## src/rtl/ex_mem_skid_stage_pkg.sv

```systemverilog
// Shared types for the EX->MEM boundary.
// Payload layout, flag indices, skid states.
package ex_mem_skid_stage_pkg;

  localparam int N_DEFAULT     = 8;
  localparam int REG_W_DEFAULT = 4;

  localparam int FLAG_NEG   = 3;
  localparam int FLAG_ZERO  = 2;
  localparam int FLAG_CARRY = 1;
  localparam int FLAG_OVF   = 0;

  typedef struct packed {
    logic [N_DEFAULT-1:0]     result;
    logic [REG_W_DEFAULT-1:0] rd;
    logic                     reg_write;
    logic                     mem_read;
    logic                     mem_write;
    logic [N_DEFAULT-1:0]     store_data;
  } ex_mem_payload_t;

  typedef enum logic [1:0] {
    EMPTY = 2'd0,
    ONE   = 2'd1,
    FULL  = 2'd2
  } skid_state_e;

  function automatic int payload_w(int n, int reg_w);
    return 2 * n + reg_w + 3;
  endfunction

endpackage

```

## src/rtl/ex_mem_skid_stage_skid_buffer.sv

```systemverilog
// Generic 2-entry valid/ready skid register.
// in_ready decodes registered state only.
module skid_buffer
  import ex_mem_skid_stage_pkg::*;
#(
  parameter int W = 8
) (
  input  logic         clk,
  input  logic         rst_n,
  input  logic         flush,
  input  logic         in_valid,
  output logic         in_ready,
  input  logic [W-1:0] in_data,
  output logic         out_valid,
  input  logic         out_ready,
  output logic [W-1:0] out_data
);

  skid_state_e  state_q;
  logic [W-1:0] head_q;
  logic [W-1:0] skid_q;
  logic         accept;
  logic         pop;

  assign out_valid = (state_q != EMPTY);
  assign in_ready  = (state_q != FULL);
  assign out_data  = head_q;
  assign accept    = in_valid && in_ready;
  assign pop       = out_valid && out_ready;

  // FIFO-ordered head/skid update; flush drops all.
  always_ff @(posedge clk) begin
    if (!rst_n) begin
      state_q <= EMPTY;
      head_q  <= '0;
      skid_q  <= '0;
    end else if (flush) begin
      state_q <= EMPTY;
    end else begin
      unique case (state_q)
        EMPTY: begin
          if (accept) begin
            head_q  <= in_data;
            state_q <= ONE;
          end
        end
        ONE: begin
          unique case (1'b1)
            accept && !pop: begin
              skid_q  <= in_data;
              state_q <= FULL;
            end
            accept && pop: begin
              head_q <= in_data;
            end
            pop && !accept: begin
              state_q <= EMPTY;
            end
            default: ;
          endcase
        end
        FULL: begin
          if (pop) begin
            head_q  <= skid_q;
            state_q <= ONE;
          end
        end
        default: state_q <= EMPTY;
      endcase
    end
  end

endmodule

```

## src/rtl/ex_mem_skid_stage.sv

```systemverilog
// EX->MEM boundary: skid buffer, NZCV flags,
// and head-entry forwarding tap.
module ex_mem_skid_stage
  import ex_mem_skid_stage_pkg::*;
#(
  parameter int N     = N_DEFAULT,
  parameter int REG_W = REG_W_DEFAULT
) (
  input  logic             clk,
  input  logic             rst_n,
  input  logic             flush,
  input  logic             in_valid,
  output logic             in_ready,
  input  logic [N-1:0]     in_result,
  input  logic [3:0]       in_flags,
  input  logic             in_flags_en,
  input  logic [REG_W-1:0] in_rd,
  input  logic             in_reg_write,
  input  logic             in_mem_read,
  input  logic             in_mem_write,
  input  logic [N-1:0]     in_store_data,
  output logic             out_valid,
  input  logic             out_ready,
  output logic [N-1:0]     out_result,
  output logic [REG_W-1:0] out_rd,
  output logic             out_reg_write,
  output logic             out_mem_read,
  output logic             out_mem_write,
  output logic [N-1:0]     out_store_data,
  output logic [3:0]       flags_q,
  output logic             fwd_valid,
  output logic [REG_W-1:0] fwd_rd,
  output logic [N-1:0]     fwd_result
);

  localparam int PW = payload_w(N, REG_W);

  logic [PW-1:0] in_pl;
  logic [PW-1:0] head_pl;
  logic          accept;

  assign in_pl = {in_result, in_rd, in_reg_write,
                  in_mem_read, in_mem_write,
                  in_store_data};

  skid_buffer #(.W(PW)) u_skid (
    .clk       (clk),
    .rst_n     (rst_n),
    .flush     (flush),
    .in_valid  (in_valid),
    .in_ready  (in_ready),
    .in_data   (in_pl),
    .out_valid (out_valid),
    .out_ready (out_ready),
    .out_data  (head_pl)
  );

  assign {out_result, out_rd, out_reg_write,
          out_mem_read, out_mem_write,
          out_store_data} = head_pl;

  assign accept     = in_valid && in_ready;
  assign fwd_valid  = out_valid && out_reg_write;
  assign fwd_rd     = out_rd;
  assign fwd_result = out_result;

  // Flags commit at the edge that captures the op.
  always_ff @(posedge clk) begin
    if (!rst_n) begin
      flags_q <= 4'b0000;
    end else if (accept && in_flags_en && !flush) begin
      flags_q <= in_flags;
    end
  end

  // Load+store on one op is illegal upstream.
  a_no_ld_st : assert property (
    @(posedge clk) disable iff (!rst_n)
    !(in_valid && in_mem_read && in_mem_write)
  );

endmodule

```

## config.mk

```make
export PLATFORM = sky130hd
export DESIGN_NAME = ex_mem_skid_stage
export DESIGN_NICKNAME = d
export VERILOG_FILES = /design/src/rtl/ex_mem_skid_stage_pkg.sv /design/src/rtl/ex_mem_skid_stage_skid_buffer.sv /design/src/rtl/ex_mem_skid_stage.sv
export SDC_FILE = /design/constraint.sdc
export NUM_CORES = 1
export LEC_CHECK = 0
export CORE_MARGIN = 4
export CORE_UTILIZATION = 50
export CTS_CLUSTER_SIZE = 12
export DETAILED_ROUTE_END_ITERATION = 8
export PLACE_DENSITY = 0.84
export SKIP_CTS_REPAIR_TIMING = 1
export SYNTH_ARGS = -nofsm -noshare
export SYNTH_HDL_FRONTEND = slang
export SYNTH_HIERARCHICAL = 1
export SYNTH_SLANG_ARGS = --single-unit
```

## constraint.sdc

```tcl
create_clock -name clk -period 5.9 [get_ports clk]
set_clock_uncertainty 0.05 [all_clocks]
set_input_delay 0.59 -clock clk [delete_from_list [all_inputs] [get_ports clk]]
set_output_delay 0.59 -clock clk [all_outputs]
set_load 0.01 [all_outputs]
```

==> results of run 1 <==
[worst max-delay path, stage by stage, from the launching register on]
cell,delay [ns]
dfxtp_1,0.47
nand2b_2,0.74
nand2_1,0.20
inv_1,0.13
ha_1,0.14
nor4bb_4,0.65
buf_4,0.33
a21o_4,0.36
a211oi_1,0.14
[cell usage after synthesis (all sizes together) (2+ instances only)]
| master | instances | area (sq um) |
|---|---|---|
| a211oi | 46 | 445.4 |
| a21oi | 24 | 120.1 |
| buf | 26 | 185.2 |
| clkbuf | 8 | 31.28 |
| dfxtp | 52 | 1041 |
| ha | 3 | 37.54 |
| inv | 3 | 11.26 |
| mux2i | 27 | 270.3 |
| nand2 | 56 | 210.2 |
| nand2b | 3 | 18.77 |
| nor2 | 2 | 7.510 |
[final timing paths]
path         cells past startpoint             endpoint  slack (ns)
max reg2reg                      8  u_skid/out_data[19]        2.53
max                              8  u_skid/out_data[19]        2.53
min reg2reg                      2     u_skid/skid_q[2]        0.41
min                              2     u_skid/skid_q[2]        0.41
[area by class of cell]
type,instances,area share [%]
Multi-Input combinational cell,172,38.46
Sequential cell,52,32.45
Timing Repair Buffer,75,23.32
Clock buffer,8,2.808
Tap cell,67,2.613
Inverter,3,0.3510
[sequential cells by signal (all words and copies together), names as in the netlist]
signal / cells
u_skid/out_data: 23
flags_q: 4
u_skid/state_q: 2
u_skid/skid_q: 23
[cells by family after synthesis]
family                     after synthesis  synth area share (%)
buffers and inverters                   37                 9.173
and+or+nand+nor                         69                 12.30
muxes                                   28                 11.34
DFF                                     52                 41.94
AOI/OAI and AO/OA                       72                 23.74
adders and majority gates                3                 1.512
[per-stage QoR]
stage	total power [mW]	area, sq um	cells	util, %
2_1_floorplan	0.4587	2482	261	-
3_3_place_gp	0.5200	3118	369	65.58
3_5_place_dp	0.5220	3118	369	65.58
4_1_cts	0.7228	3208	377	67.47
5_1_grt	0.7495	3208	377	67.47
6_report	0.7190	3208	377	67.47
[report_power, final]
| group | switching, mW | internal, mW | leakage, nW |
|---|---|---|---|
| clock network | 0.109 | 0.0959 | 0.0455 |
| registers | 0.0107 | 0.366 | 0.424 |
| logic | 0.0630 | 0.0745 | 0.755 |
| total | 0.183 | 0.536 | 1.22 |
[cell usage in the layout, fill, tap and decap left out, types with 2 or more instances in the layout]
cell | netlist | final
nand2b_1 | 3 | 2
clkbuf_1 | 7 | 2
dfxtp_1 | 52 | 52
mux2i_1 | 27 | 27
nand2_1 | 56 | 56
clkdlybuf4s50_1 | 0 | 74
a211oi_1 | 26 | 26
a21oi_1 | 24 | 24
a211oi_2 | 20 | 20
ha_1 | 3 | 3
clkbuf_8 | 0 | 6
inv_1 | 2 | 2
[per-layer routing]
metal	GRT usage (%)	vias up	routed length, um
met5	0	-	0
met4	5.245	0	64
met3	4.128	5	243
met2	32.53	41	2858
met1	23.68	957	2561
li1	-	1007	-
==> results by group, run 1 <==
STA
  – WHS: 0.4079 ns
  – Number of hold violations in the final report: 0
  – Actual slew at the worst max-slew pin: ~1.0 ns
  – Min Tclk post-route: approximately 3.4 ns
  – Final critical-path share of the clock period: 57.18%
  – Worst setup margin: 2.526 ns
  – Slew Viols, Final: 0
  – Worst rel slew slack: 29.67%
  – Fmax: 296.4 MHz
  – Sum of negative setup slack: 0 ns
  – Final setup viols: 0
  – RSZ-0062 raised after global routing: no

Floorplanning
  – Die area: ~6200 sq um
  – Die H: about 78 um
  – Initial core utilization: between 50% and 60%
  – Number of top-level pins: 75
  – Die X-Extent: 78.46 um
  – Rows: 25
  – Core ar.: 4755 sq um

Outcome
  – Status: complete, no violations

Synthesis
  – Post-synthesis async set-or-reset flop share: 0%
  – Synth Cell Area: 2482 sq um
  – Synth Register Bits: 52
  – Avg Inst Size Synth: 9.511 sq um
  – Register area share after synthesis: between 40% and 50%
  – Post-synth top flop: dfxtp_1
  – EDFF count, synth: 0
  – Distinct cells, synth: 28
  – YS warnings: 6
  – Mapped Nets: 297
  – Cells after Synth: 261

CTS
  – Clock Tree Root: clkbuf_8
  – CTS tree: done
  – Clock-pin slew on the worst setup and hold paths: ~0.090 ns
  – Num CTS Buffers: 5
  – CTS max path bufs: 2
  – Clk Latency, worst-skew pair: 0.30 ns
  – Deepest level of the CTS H-tree: 2
  – Sink Count: 52

Routing
  – Post-DRT Antenna Nets: 0
  – DR vias/cell: 5.332
  – Routed WL: between 5000 and 6000 um
  – First drt pass iteration count: 4
  – Via count: around 2000
  – DR iter-0 viols: 127
  – Wire per inst: 15.19 um
  – # DRC: 0

Global routing
  – Overflow after GRT: 0
  – Gr usage total: a little under a fifth
  – Vias in the first global route: between 1500 and 2000
  – First-pass GRT wire length: between 9000 and 10000 um
  – Largest net degree at the start of global routing: 47
  – Initial antenna violation count: 0

Place
  – Final GP Congestion: 0.7876
  – DPL Wire Length: ~3800 um
  – Setup WS pre-CTS: around 2.6 ns
  – Number of I/O port buffers: between 70 and 80

Worst setup path
  – Worst EP arrival: between 3 and 4 ns
  – Crit Path Class: flop to flop
  – Crit Reg-Reg Startpoint: u_skid/state_q[0]
  – Type of origin of the critical path: flop
  – WP data required: approximately 6 ns
  – CP startpoint: u_skid/state_q[0]
  – Critical path capture point type: flop
  – Crit Path Max Fanout: 27

Run
  – Max-Cap Viols: 0

Power
  – Leakage: 1.224 nW
  – Max rail drop VDD: 0.1561 mV
  – Power Density: roughly 220 nW/um^2

Layout
  – Area of the multi-input gates: 1234 sq um
  – Fill cell count: about 400
  – Ratio of cells with drive above 1 in the final layout: 11.29%
  – N_diodes: 0
  – Area delta synth->final: 29.23%
  – Register Area: between 1000 and 1500 sq um
  – Nets: 345

Worst hold path
  – Hold path start: u_skid/skid_q[2]
  – Worst Hold Class: flop to flop
Note: power is estimated with default switching activity, not from simulation.
==> run 2, diff against run 1 <==
Settings changed: CORE_UTILIZATION 50 to 47, PLACE_DENSITY 0.84 to 0.8.
Clock period 5.9 ns to 3.5 ns, I/O delays scaled along.
==> run 2 against run 1 <==
Register-to-register slack got worse by 1.4 ns. Count of clock-buffer cells in the layout shrank 2. Sequential power increased by 69%. First-iteration DRC count increased by 1.6%. Fmax grew 40%. Highest routed layer unchanged. Die area rose by 5.7%. Via count is 1.5% higher. Sequential cell count stayed put. Critical path depth unchanged. Combinational power grew 69%. Largest power group unchanged. Global-route usage is 0.18 points lower. Setup slack got worse by 1.4 ns. Largest cell class unchanged.
==> results by group, run 2 (synthesized netlist as in run 1, its figures left out) <==
Worst setup path
  – R2r endpoint: u_skid/out_data[13]
  – Crit Path Max Fanout: 15
  – R2r setup slk: 1.09 ns
  – Reg2Reg Depth: 8
  – Worst-path cell chain: or2_2 -> nand2_1 -> inv_1 -> ha_1 -> nor4bb_4 -> buf_4 -> a211oi_1 -> a211oi_2
  – Largest stage delay, worst path: roughly 0.6 ns
  – Cell family with most CP delay: simple AND/OR/NAND/NOR gates
  – Crit Path Class: flop to flop
  – Worst path bufs/invs: 2
  – CP max-delay cell: nor4bb_4
  – Worst EP arrival: roughly 2.6 ns
  – WP data required: 3.66 ns
  – Critical path capture point type: flop
  – Type of origin of the critical path: flop
  – Crit Reg-Reg Startpoint: u_skid/state_q[1]

Layout
  – Nets: 348
  – Area delta synth->final: 30.39%
  – Ratio of cells with drive above 1 in the final layout: about 13%
  – N_diodes: 0
  – Most common cell after layout, fill and taps aside: clkdlybuf4s50_1
  – Fill cell count: 446
  – Commonest non-fill, non-tap cells in the layout: clkdlybuf4s50_1 (74), nand2_1 (56), dfxtp_1 (52), mux2i_1 (27), a211oi_1 (26)

STA
  – Final setup viols: 0
  – Slew Viols, Final: 0
  – Sum of negative setup slack: 0 ns
  – Fmax: 415.2 MHz
  – RSZ-0062 raised after global routing: no
  – Actual slew at the worst max-slew pin: 0.9855 ns
  – Worst setup margin: 1.092 ns
  – Min Tclk post-route: 2.408 ns
  – Number of hold violations in the final report: 0
  – Worst rel slew slack: 34.21%
  – Final critical-path share of the clock period: 68.81%

Floorplanning
  – Number of top-level pins: 75
  – Core ar.: 5107 sq um
  – Die X-Extent: 80.68 um
  – Die H: 80.68 um
  – Rows: 26
  – Initial core utilization: between 40% and 50%
  – Die area: 6508 sq um

Routing
  – Routed WL: between 5000 and 6000 um
  – # DRC: 0
  – Wire per inst: 15.51 um
  – Via count: about 2000
  – First drt pass iteration count: 4
  – DR vias/cell: 5.329
  – Post-DRT Antenna Nets: 0
  – DR iter-0 viols: 129

Global routing
  – Vias in the first global route: 1998
  – First-pass GRT wire length: 9618 um
  – Largest net degree at the start of global routing: 47
  – Overflow after GRT: 0
  – Initial antenna violation count: 0
  – Gr usage total: a little under a fifth

CTS
  – Num CTS Buffers: 5
  – Deepest level of the CTS H-tree: 2
  – Sink Count: 52
  – Clk Latency, worst-skew pair: ~0.30 ns
  – Clock-pin slew on the worst setup and hold paths: 0.09 ns
  – Clock Tree Root: clkbuf_8
  – CTS max path bufs: 2
  – CTS tree: done

Place
  – Setup WS pre-CTS: 0.9804 ns
  – Final GP Congestion: 0.6903
  – DPL Wire Length: 4054 um
  – Number of I/O port buffers: 74

Worst hold path
  – Hold path start: u_skid/skid_q[3]
  – Worst Hold Class: flop to flop
  – Hold path endpoint: u_skid/skid_q[3]
  – Worst hold path cell count: 2

Power
  – Clock group share of total power: 28.8%
  – Internal power: 901.9 uW
  – Switching power total: 317.9 uW
  – Part of the power in registers: 52.2%
  – Power Density: approximately 380 nW/um^2
  – Combinational share of power: 19.1%
  – Max rail drop VDD: 0.2600 mV
  – Switching power share of the total: a little over a quarter
  – Leakage: 1.243 nW

Run
  – Max-Cap Viols: 0

Outcome
  – Status: complete, no violations
-- run 2: cell types whose count changed in the layout (fill, tap and decap cells not counted) --
| cell | change |
|---|---|
| buf_4 | +3 |
| clkbuf_1 | -2 |
| clkinv_2 | +2 |
-- run 2: power groups by stage --
| stage | Combinational, mW | Sequential, mW | Clock [mW] |
|---|---|---|---|
| 2_1_floorplan | 0.119 | 0.655 | 0 |
| 3_3_place_gp | 0.229 | 0.649 | 0 |
| 3_5_place_dp | 0.232 | 0.650 | 0 |
| 4_1_cts | 0.233 | 0.637 | 0.356 |
| 5_1_grt | 0.249 | 0.640 | 0.379 |
| 6_report | 0.232 | 0.636 | 0.351 |
-- run 2: routing by layer --
metal | share of wire (%) | wire length (um) | GRT usage (%) | vias to the layer above
met1 | 45 | 2645 | 24.10 | 974
met5 | 0 | 0 | 0 | -
met2 | 49 | 2933 | 31.37 | 43
li1 | - | - | - | 1015
met3 | 4.4 | 261 | 3.363 | 9
met4 | 1.7 | 99 | 6.081 | 0
-- run 2: final cells by class --
class / count / area (sq um) / share of cell area, %
clock inverter: 2 / 10.01 / 0.3092
sequential: 52 / 1041 / 32.16
clock buffer: 6 / 82.58 / 2.551
timing repair buffer: 78 / 770.7 / 23.81
inverter: 3 / 11.26 / 0.3479
multi-input combinational: 172 / 1234 / 38.11
tap: 70 / 87.58 / 2.706
-- run 2: metrics by stage --
step / power (mW) / instances / util, % / area [sq um] / hold WS, ns
finish: 1.220 / 383 / 63.38 / 3237 / 0.4077
global route: 1.268 / 383 / 63.38 / 3237 / 0.4287
CTS: 1.226 / 383 / 63.38 / 3237 / 0.4088
detailed placement: 0.8821 / 375 / 61.56 / 3144 / 0.3956
global placement: 0.8786 / 375 / 61.56 / 3144 / 0.3905
floorplan: 0.7732 / 261 / - / 2482 / 0.3857
-- run 2: worst min-delay path: stages, from the launching register on --
cell	delay (ns)
dfxtp_1	0.32
nand2_1	0.05
a21oi_1	0.05
-- run 2: worst max-delay path by stage --
stage                                      to  cells after the start               from
final                     u_skid/out_data[13]                      8  u_skid/state_q[1]
after global placement     u_skid/out_data[5]                      8          out_ready
after floorplan           u_skid/out_data[10]                     11  u_skid/state_q[0]
after detailed placement  u_skid/out_data[12]                      8          out_ready
after CTS                            in_ready                      3  u_skid/state_q[0]
after global routing      u_skid/out_data[13]                      8  u_skid/state_q[1]
==> run 3, diff against run 2 <==
Settings changed: CORE_UTILIZATION 47 to 42, PLACE_DENSITY 0.8 to 0.76.
Clock period 3.5 ns to 2 ns, I/O delays scaled along.
==> run 3 against run 2 <==
Utilization down 1.9 points. Hold slack worse by 0.011 ns. Sequential cell count unchanged. Routed wire length down 1.9%. Non-clock buffer count up 16. Setup slack worse by 1.0 ns. Combinational power up 91%. Power up 77%. Critical path type is now flop to primary output. Critical endpoint is now in_ready. Largest cell class unchanged.
==> results by group, run 3 (synthesized netlist as in run 1, its figures left out) <==
Outcome
  – Status: complete, no violations

Worst hold path
  – Worst Hold Class: input pin to flop
  – Hold path endpoint: flags_q[0]
  – Worst hold path cell count: 3
  – Hold path start: in_flags[0]

STA
  – Final critical-path share of the clock period: 96.70%
  – Min Tclk post-route: a little under 2 ns
  – Worst rel slew slack: 76.48%
  – Slew Viols, Final: 0
  – Number of hold violations in the final report: 0
  – RSZ-0062 raised after global routing: yes
  – Fmax: 517.1 MHz
  – Actual slew at the worst max-slew pin: between 0.3 and 0.4 ns
  – Final setup viols: 0

Global routing
  – Initial antenna violation count: 0
  – First-pass GRT wire length: 9549 um
  – Largest net degree at the start of global routing: 47
  – Gr usage total: 16.07%
  – Overflow after GRT: 0
  – Vias in the first global route: 1943

Layout
  – Fill cell count: 477
  – Fin cells: between 400 and 500
  – Area delta synth->final: 38.91%
  – Final instance area: 3448 sq um
  – Area of the multi-input gates: 1249 sq um
  – Nets: 364
  – Register Area: 1042 sq um
  – Commonest non-fill, non-tap cells in the layout: clkdlybuf4s50_1 (74), nand2_1 (56), dfxtp_1 (51), mux2i_1 (27), a21oi_1 (24)
  – Most common cell after layout, fill and taps aside: clkdlybuf4s50_1
  – Ratio of cells with drive above 1 in the final layout: 17.63%
  – N_diodes: 0

Worst setup path
  – Worst-path cell chain: buf_4 -> nand2b_2 -> buf_12 -> clkdlybuf4s50_1
  – Type of origin of the critical path: flop
  – R2r setup slk: roughly 0.09 ns
  – Worst EP arrival: between 1.5 and 2 ns
  – Crit Reg-Reg Startpoint: u_skid/state_q[0]
  – Crit Path Max Fanout: 26
  – WP data required: 1.75 ns
  – Cell family with most CP delay: buffers and inverters
  – CP max-delay cell: clkdlybuf4s50_1
  – Largest stage delay, worst path: approximately 0.57 ns
  – Worst path bufs/invs: 3
  – Crit Path Class: flop to primary output
  – Critical path capture point type: primary output
  – Reg2Reg Depth: 8
  – R2r endpoint: u_skid/out_data[2]

CTS
  – Clock Tree Root: clkbuf_8
  – CTS tree: done
  – Clk Latency, worst-skew pair: around 0.3 ns
  – Clock-pin slew on the worst setup and hold paths: 0.09 ns
  – Sink Count: 52
  – Deepest level of the CTS H-tree: 2
  – Num CTS Buffers: 5
  – CTS max path bufs: 2

Floorplanning
  – Die area: 7205 sq um
  – Core ar.: roughly 5600 sq um
  – Die H: 84.88 um
  – Number of top-level pins: 75
  – Rows: 27
  – Die X-Extent: about 85 um
  – Initial core utilization: 44.27%

Place
  – Number of I/O port buffers: 74
  – Placed inst area: 3331 sq um
  – DPL Wire Length: 4165 um
  – Final GP Congestion: 0.7834
  – DP Cell Count: 393

Routing
  – # DRC: 0
  – First drt pass iteration count: 4
  – Wire per inst: 14.53 um
  – DR vias/cell: a little over 5
  – Post-DRT Antenna Nets: 0
  – Via count: just over 2000
  – Routed WL: 5828 um
  – DR iter-0 viols: 136

Power
  – Power Total: 2.163 mW
  – Max rail drop VDD: 0.4717 mV
  – Power Density: 627.4 nW/um^2
  – Leakage: 1.351 nW

Run
  – Max-Cap Viols: 0
[run 3: cell count changes in the layout (fill, tap and decap cells not counted), sizes merged]
| cell | change |
|---|---|
| clkinv | -2 |
| clkbuf | +2 |
| buf | +16 |
[run 3: where the power goes]
part / internal (mW) / leakage (nW) / switching (mW)
registers: 1.08 / 0.424 / 0.0310
logic: 0.251 / 0.881 / 0.192
clock network: 0.283 / 0.0455 / 0.327
total: 1.61 / 1.35 / 0.550
[run 3: through the flow]
stage	setup WS [ns]	util [%]	hold WS, ns	setup TNS, ns
floorplan	-0.006821	-	0.2860	-0.08458
global placement	-0.02965	59.39	0.3902	-0.4308
detailed placement	-0.06916	59.39	0.3958	-0.5095
CTS	-0.1430	61.00	0.3944	-0.1430
global route	-0.009527	61.49	0.4176	-0.01092
finish	0.06604	61.49	0.3965	0
[run 3: final cells by class]
type	instances	share of cell area (%)
Clock buffer	8	2.612
Inverter	3	0.3266
Multi-Input combinational cell	172	36.21
Sequential cell	52	30.22
Tap cell	72	2.612
Timing Repair Buffer	94	28.01
[run 3: worst max path at each step]
stage | slack, ns | end | cells past startpoint | from
2_1_floorplan | -0.007 | u_skid/out_data[10] | 11 | u_skid/state_q[0]
3_3_place_gp | -0.03 | u_skid/out_data[17] | 8 | out_ready
3_5_place_dp | -0.07 | u_skid/out_data[22] | 8 | out_ready
4_1_cts | -0.14 | in_ready | 4 | u_skid/state_q[1]
5_1_grt | -0.01 | u_skid/out_data[16] | 9 | u_skid/state_q[1]
6_report | 0.07 | in_ready | 4 | u_skid/state_q[1]
[run 3: worst reg2reg max path, stage by stage, from the launching register on]
cell and delay [ns]:
dfxtp_2 0.34, or2_2 0.33, nand2_1 0.10, inv_1 0.06
ha_1 0.19, nor4bb_4 0.16, buf_4 0.19, a211oi_1 0.29
a211oi_2 0.08
[run 3: routing by layer]
metal | share of wire [%] | up-vias | GRT usage, %
li1 | - | 1043 | -
met1 | 46 | 963 | 21.82
met2 | 48 | 43 | 25.69
met3 | 5.0 | 6 | 4.369
met4 | 1.0 | 0 | 3.453
met5 | 0 | - | 0
